File: src/rtl/t07_button_strobe_arbiter.sv
// Button front end: two-flop synchroniser, shared-counter debounce,
// fixed-priority arbitration and one-cycle strobes with auto-repeat
// on held direction keys.
//
// Output contract: consumers sample `button` only in a cycle where
// strobe=1. In that cycle button is one-hot and nonzero. There is no
// back-pressure, so every strobe is a single-cycle event that must be
// taken when it occurs.
module t07_button_strobe_arbiter #(
    parameter int DEBOUNCE_CYCLES = 4,
    parameter int REPEAT_DELAY    = 8,
    parameter int REPEAT_PERIOD   = 4,
    parameter int CNT_W           = 16
) (
    input  logic       clk,
    input  logic       nrst,
    input  logic [5:0] raw_button,
    input  logic       repeat_en,
    output logic [5:0] button,
    output logic       strobe,
    output logic       busy,
    output logic [1:0] dbg_state
);

    typedef enum logic [1:0] {
        IDLE    = 2'd0,
        HOLD    = 2'd1,
        REPEAT  = 2'd2,
        RELEASE = 2'd3
    } state_e;

    localparam logic [CNT_W-1:0] DEB_LAST = CNT_W'(DEBOUNCE_CYCLES - 1);
    localparam logic [CNT_W-1:0] RD_LAST  = CNT_W'(REPEAT_DELAY - 1);
    localparam logic [CNT_W-1:0] RP_LAST  = CNT_W'(REPEAT_PERIOD - 1);
    localparam logic [CNT_W-1:0] CNT_MAX  = {CNT_W{1'b1}};

    logic [5:0]       s1_q, s2_q;
    logic [5:0]       deb_q;
    logic [CNT_W-1:0] dcnt_q;
    state_e           state_q, state_d;
    logic [5:0]       button_q, button_d;
    logic             strobe_q, strobe_d;
    logic [CNT_W-1:0] rcnt_q, rcnt_d;
    logic [5:0]       grant;
    logic             held;
    logic             is_dir;

    // Two-flop synchroniser for the asynchronous raw buttons.
    always_ff @(posedge clk or negedge nrst) begin
        if (!nrst) begin
            s1_q <= 6'b0;
            s2_q <= 6'b0;
        end else begin
            s1_q <= raw_button;
            s2_q <= s1_q;
        end
    end

    // Shared debounce counter: any difference must persist unchanged-back
    // for DEBOUNCE_CYCLES cycles; a bounce back to deb restarts the count.
    always_ff @(posedge clk or negedge nrst) begin
        if (!nrst) begin
            deb_q  <= 6'b0;
            dcnt_q <= '0;
        end else if (s2_q == deb_q) begin
            dcnt_q <= '0;
        end else if (dcnt_q == DEB_LAST) begin
            deb_q  <= s2_q;
            dcnt_q <= '0;
        end else begin
            dcnt_q <= dcnt_q + 1'b1;
        end
    end

    // Fixed priority: BACK, SELECT, UP, RIGHT, DOWN, LEFT.
    always_comb begin
        grant = 6'b0;
        if      (deb_q[5]) grant = 6'b100000;
        else if (deb_q[0]) grant = 6'b000001;
        else if (deb_q[1]) grant = 6'b000010;
        else if (deb_q[2]) grant = 6'b000100;
        else if (deb_q[3]) grant = 6'b001000;
        else if (deb_q[4]) grant = 6'b010000;
    end

    assign held   = |(deb_q & button_q);
    assign is_dir = |button_q[4:1];

    // Grant / hold / repeat / release sequencing.
    always_comb begin
        state_d  = state_q;
        button_d = button_q;
        strobe_d = 1'b0;
        rcnt_d   = rcnt_q;
        case (state_q)
            IDLE: begin
                button_d = 6'b0;
                if (deb_q != 6'b0) begin
                    button_d = grant;
                    strobe_d = 1'b1;
                    rcnt_d   = '0;
                    state_d  = HOLD;
                end
            end
            HOLD: begin
                if (!held) begin
                    button_d = 6'b0;
                    state_d  = RELEASE;
                end else if (is_dir && repeat_en && rcnt_q == RD_LAST) begin
                    strobe_d = 1'b1;
                    rcnt_d   = '0;
                    state_d  = REPEAT;
                end else if (is_dir && !repeat_en) begin
                    // Keep the delay re-armed so re-enabling repeat waits a full delay.
                    rcnt_d = '0;
                end else if (rcnt_q != CNT_MAX) begin
                    rcnt_d = rcnt_q + 1'b1;
                end
            end
            REPEAT: begin
                if (!held) begin
                    button_d = 6'b0;
                    state_d  = RELEASE;
                end else if (!repeat_en) begin
                    rcnt_d  = '0;
                    state_d = HOLD;
                end else if (rcnt_q == RP_LAST) begin
                    strobe_d = 1'b1;
                    rcnt_d   = '0;
                end else begin
                    rcnt_d = rcnt_q + 1'b1;
                end
            end
            RELEASE: begin
                button_d = 6'b0;
                if (deb_q == 6'b0) state_d = IDLE;
            end
            default: begin
                button_d = 6'b0;
                state_d  = IDLE;
            end
        endcase
    end

    // FSM and output registers.
    always_ff @(posedge clk or negedge nrst) begin
        if (!nrst) begin
            state_q  <= IDLE;
            button_q <= 6'b0;
            strobe_q <= 1'b0;
            rcnt_q   <= '0;
        end else begin
            state_q  <= state_d;
            button_q <= button_d;
            strobe_q <= strobe_d;
            rcnt_q   <= rcnt_d;
        end
    end

    assign button    = button_q;
    assign strobe    = strobe_q;
    assign busy      = (state_q != IDLE);
    assign dbg_state = state_q;

endmodule

File: config.mk
export PLATFORM = sky130hd
export DESIGN_NAME = t07_button_strobe_arbiter
export DESIGN_NICKNAME = d
export VERILOG_FILES = /design/src/rtl/t07_button_strobe_arbiter.sv
export SDC_FILE = /design/constraint.sdc
export NUM_CORES = 1
export LEC_CHECK = 0
export BUFFER_PORTS_ARGS = -buffer_cell sky130_fd_sc_hd__buf_2
export CORE_MARGIN = 2
export CORE_UTILIZATION = 29
export CTS_CLUSTER_SIZE = 10
export DETAILED_ROUTE_END_ITERATION = 12
export GPL_TIMING_DRIVEN = 0
export HOLD_SLACK_MARGIN = 0.02
export PLACE_DENSITY = 0.44
export SLEW_MARGIN = 10
export SYNTH_ARGS = -nofsm -noshare
export SYNTH_HDL_FRONTEND = slang
export SYNTH_SLANG_ARGS = --single-unit
File: constraint.sdc
create_clock -name clk -period 2.75 [get_ports clk]
set_input_delay 0.1375 -clock clk [delete_from_list [all_inputs] [get_ports clk]]
set_output_delay 0.1375 -clock clk [all_outputs]
set_load 0.02 [all_outputs]
==> impl_results.md <==
* Mean Syn Cell Area at roughly 10 sq um
* CP arrival at about 2800 ps
* Worst reg2reg path startpoint: rcnt_q[0]
* Pwr dens at slightly above 900 nW/um^2
* Vias in the first global route at ~2100
* Reg2reg setup slack at approximately 210 ps
* Clock network power share at between 20% and 30%
* Dpl cells at between 400 and 500
* Synth cell types at 46
* Hold path depth at 4
* Routability cong. at approximately 0.74
* First-pass GRT wire length at between 10 and 15 mm
* Via density at around 4.7
* Beginning of the critical path: rcnt_q[0]
* Mapped Area at 2930 sq um
* Final count of negative-setup-slack endpoints at 0
* Largest net degree at the start of global routing at 60
* Clock Skew at 8.92 ps
* Num CTS Buffers at 9
* Critical path class: flop to flop
* Status: complete, no violations
* Number of max-cap violations at 0
* Skew-Pair Late Insertion Delay at around 330 ps
* FF+latch count, synth at 59
* Crit-path max FO at 10
* Seq pwr share at 36.6%
* CTS tree: built
* Chip Width at ~100 um
* Setup repair bufs after CTS at 0
* Post-Syn Nets at between 200 and 300
* Initial antenna violation count at 0
* Logic pwr share at 38.0%
* DRC at 0
* Synth-to-Final Area Change at 18.1%
* Internal Pwr Total at slightly below 2 mW
* Switching share of power at about two fifths
* Top_reg_cell synth: dfrtp_1
* Layout Nets at 333
* Initial Utilization at between 20% and 30%
* CTS max path bufs at 2
* DRT iter0 DRCs at 84
* Crit Reg-Reg Endpoint: rcnt_q[9]
* Hold EP: strobe
* Num ports at 19
* Die H at about 100 um
* Share of layout cells above drive strength 1 at approximately 20%
* DP HPWL at 4.24 mm
* Final Hold Vio Count at 0
* Setup TNS at 0 ps
* RSZ-0062 raised after global routing: false
* Core area at 9770 sq um
* Cells after Synth at 281
* Crit share post-route at a little over 90%
* Fin. max-slew vios at 0
* HP Class: primary input to flop
* Register-to-Register Path Depth at 8
* Fmax at 394 MHz
* Maximum vdd ir drop at 0.296 mV
* Ys Warns at 0
* Die ar. at 10900 sq um
* Via count at between 2000 and 2500
* Crit path required time at between 2000 and 3000 ps
* Clock-pin slew on the worst setup and hold paths at 80 ps
* Overall routing resource usage at between 10 and 15%
* Clock sink count at between 50 and 60
* Min Tclk post-route at 2540 ps
* Leak at 1.54 nW
* Std-Cell Rows at 36
* Switching Power at 1.24 mW
* Post-synth EDFFs at 0
* Post-synthesis sequential area ratio at between 50% and 60%
* Root buffer cell: clkbuf_8
* Min-delay src: repeat_en
* Final WL at ~6.3 mm
* Measured slew at the worst slew-check pin at 880 ps
* CP startpoint kind: flop
* Port bufs at 18
* CTS H-tree depth at 3
* Ant. Diodes at 0
* DRT antenna net count at 0
* CP Capture Type: flop
* Final Non-Filler Cells at between 400 and 500
* Total gr overflow at 0
* Post-DR wirelength/cell at 14.0 um
* Post-synth ARST share at 100%
* Slew HR at 41.0%
* DR pass1 iterations at 4
==> critical path, stage by stage, from the launching register on <==
cell and delay (ps):
dfrtp_1 380, ha_1 270, nor4b_1 330, nand4_1 240, o2111ai_1 320, o31a_1 410, nor2_4 90, buf_6 170
a22o_1 210
==> placed cells by master, fill, tap and decap left out, types with 3 or more instances in the layout <==
master | Yosys | routed
a22o_1 | 13 | 13
nand4_1 | 7 | 7
a21oi_1 | 3 | 3
dlygate4sd3_1 | 0 | 7
xnor2_1 | 5 | 5
buf_2 | 0 | 17
o21ai_0 | 10 | 10
nand2_1 | 23 | 23
nor3_1 | 4 | 4
clkbuf_8 | 0 | 9
mux2_2 | 7 | 7
a22o_2 | 3 | 3
dfrtp_1 | 59 | 59
ha_1 | 7 | 7
nand3_1 | 17 | 17
a31oi_1 | 5 | 5
xor2_1 | 13 | 13
inv_1 | 12 | 12
o21bai_1 | 5 | 5
nor4_1 | 9 | 9
nor2_1 | 31 | 31
clkbuf_1 | 4 | 3
a21o_2 | 7 | 7
or3_1 | 3 | 3
and3_1 | 5 | 5
==> synthesized netlist by cell type, types with 2 or more instances <==
cell type  number  area share [%]
dfrtp_1        59              50
nor2_1         31             4.0
nand2_1        23             2.9
nand3_1        17             2.9
a22o_1         13             3.9
xor2_1         13             3.9
inv_1          12             1.5
o21ai_0        10             1.7
nor4_1          9             1.9
a21o_2          7             2.1
ha_1            7             3.0
mux2_2          7             2.7
nand4_1         7             1.5
a31oi_1         5             1.1
and3_1          5             1.1
o21bai_1        5             1.3
xnor2_1         5             1.5
clkbuf_1        4            0.51
nor3_1          4            0.68
a21oi_1         3            0.51
a22o_2          3             1.0
or3_1           3            0.64
and2b_1         2            0.51
and4_1          2            0.60
buf_6           2            0.77
nand4b_1        2            0.60
or2_2           2            0.43
==> state kept, by name (all words and copies together) (netlist names) <==
name,flops
strobe,1
s2_q,6
deb_q,6
dcnt_q,16
dbg_state,2
button,6
s1_q,6
rcnt_q,16
==> kinds of logic after synthesis <==
group | Yosys count | share of synthesized area (%)
DFF | 59 | 50.4
muxes | 8 | 3.03
and+or+nand+nor | 116 | 20.8
AOI/OAI and AO/OA | 54 | 14.4
xor gates and xnor gates | 18 | 5.38
buffers and inverters | 19 | 2.99
adders and majority gates | 7 | 2.99
==> metrics by stage <==
| step | setup slack [ps] | utilization (%) | total power, mW | hold WS, ps | area [sq um] |
|---|---|---|---|---|---|
| 6_report | 213 | 35.4 | 3.20 | 300 | 3460 |
| 5_1_grt | 5.72 | 35.4 | 3.44 | 312 | 3460 |
| 4_1_cts | 229 | 35.4 | 3.25 | 288 | 3460 |
| 3_5_place_dp | 245 | 32.6 | 2.41 | 247 | 3190 |
| 3_3_place_gp | 201 | 32.6 | 2.40 | 245 | 3190 |
| 2_1_floorplan | 519 | - | 2.08 | -158 | 2930 |
==> power by group through the flow <==
stage,combinational (mW),clock [mW],sequential [mW]
floorplan,0.889,0,1.19
global placement,1.21,0,1.19
detailed placement,1.22,0,1.19
CTS,1.23,0.841,1.18
global route,1.35,0.885,1.20
finish,1.22,0.810,1.17
==> layout make-up <==
cell class	count	area (sq um)
Multi-Input combinational cell	203	1370
Tap cell	133	166
Sequential cell	59	1480
Inverter	12	45.0
Fill cell	1012	6310
Clock inverter	7	76.3
Timing Repair Buffer	25	163
Buffer	7	43.8
Clock buffer	9	124
==> per-layer routing <==
layer / vias to the layer above / part of all wire [%] / track usage [%]
met4: 0 / 1.2 / 6.08
met3: 4 / 2.3 / 2.26
met5: - / 0 / 0
li1: 1082 / - / -
met1: 1037 / 55 / 18.1
met2: 34 / 42 / 17.4
==> what timing repair did <==
action | in CTS | in global routing
gates resized for setup | 0 | 2
setup endpoints to repair | 0 | 6
endpoints found under the hold margin | 65 | 0
hold buffers | 7 | 0
==> how the worst max path moves through the flow <==
| stage | to | depth (start not counted) |
|---|---|---|
| after global placement | rcnt_q[13] | 8 |
| after floorplan | rcnt_q[5] | 9 |
| after detailed placement | dcnt_q[13] | 7 |
| after global routing | rcnt_q[12] | 8 |
| final | rcnt_q[9] | 8 |
| after CTS | dcnt_q[7] | 7 |
Power figures use the tool's default switching activity.
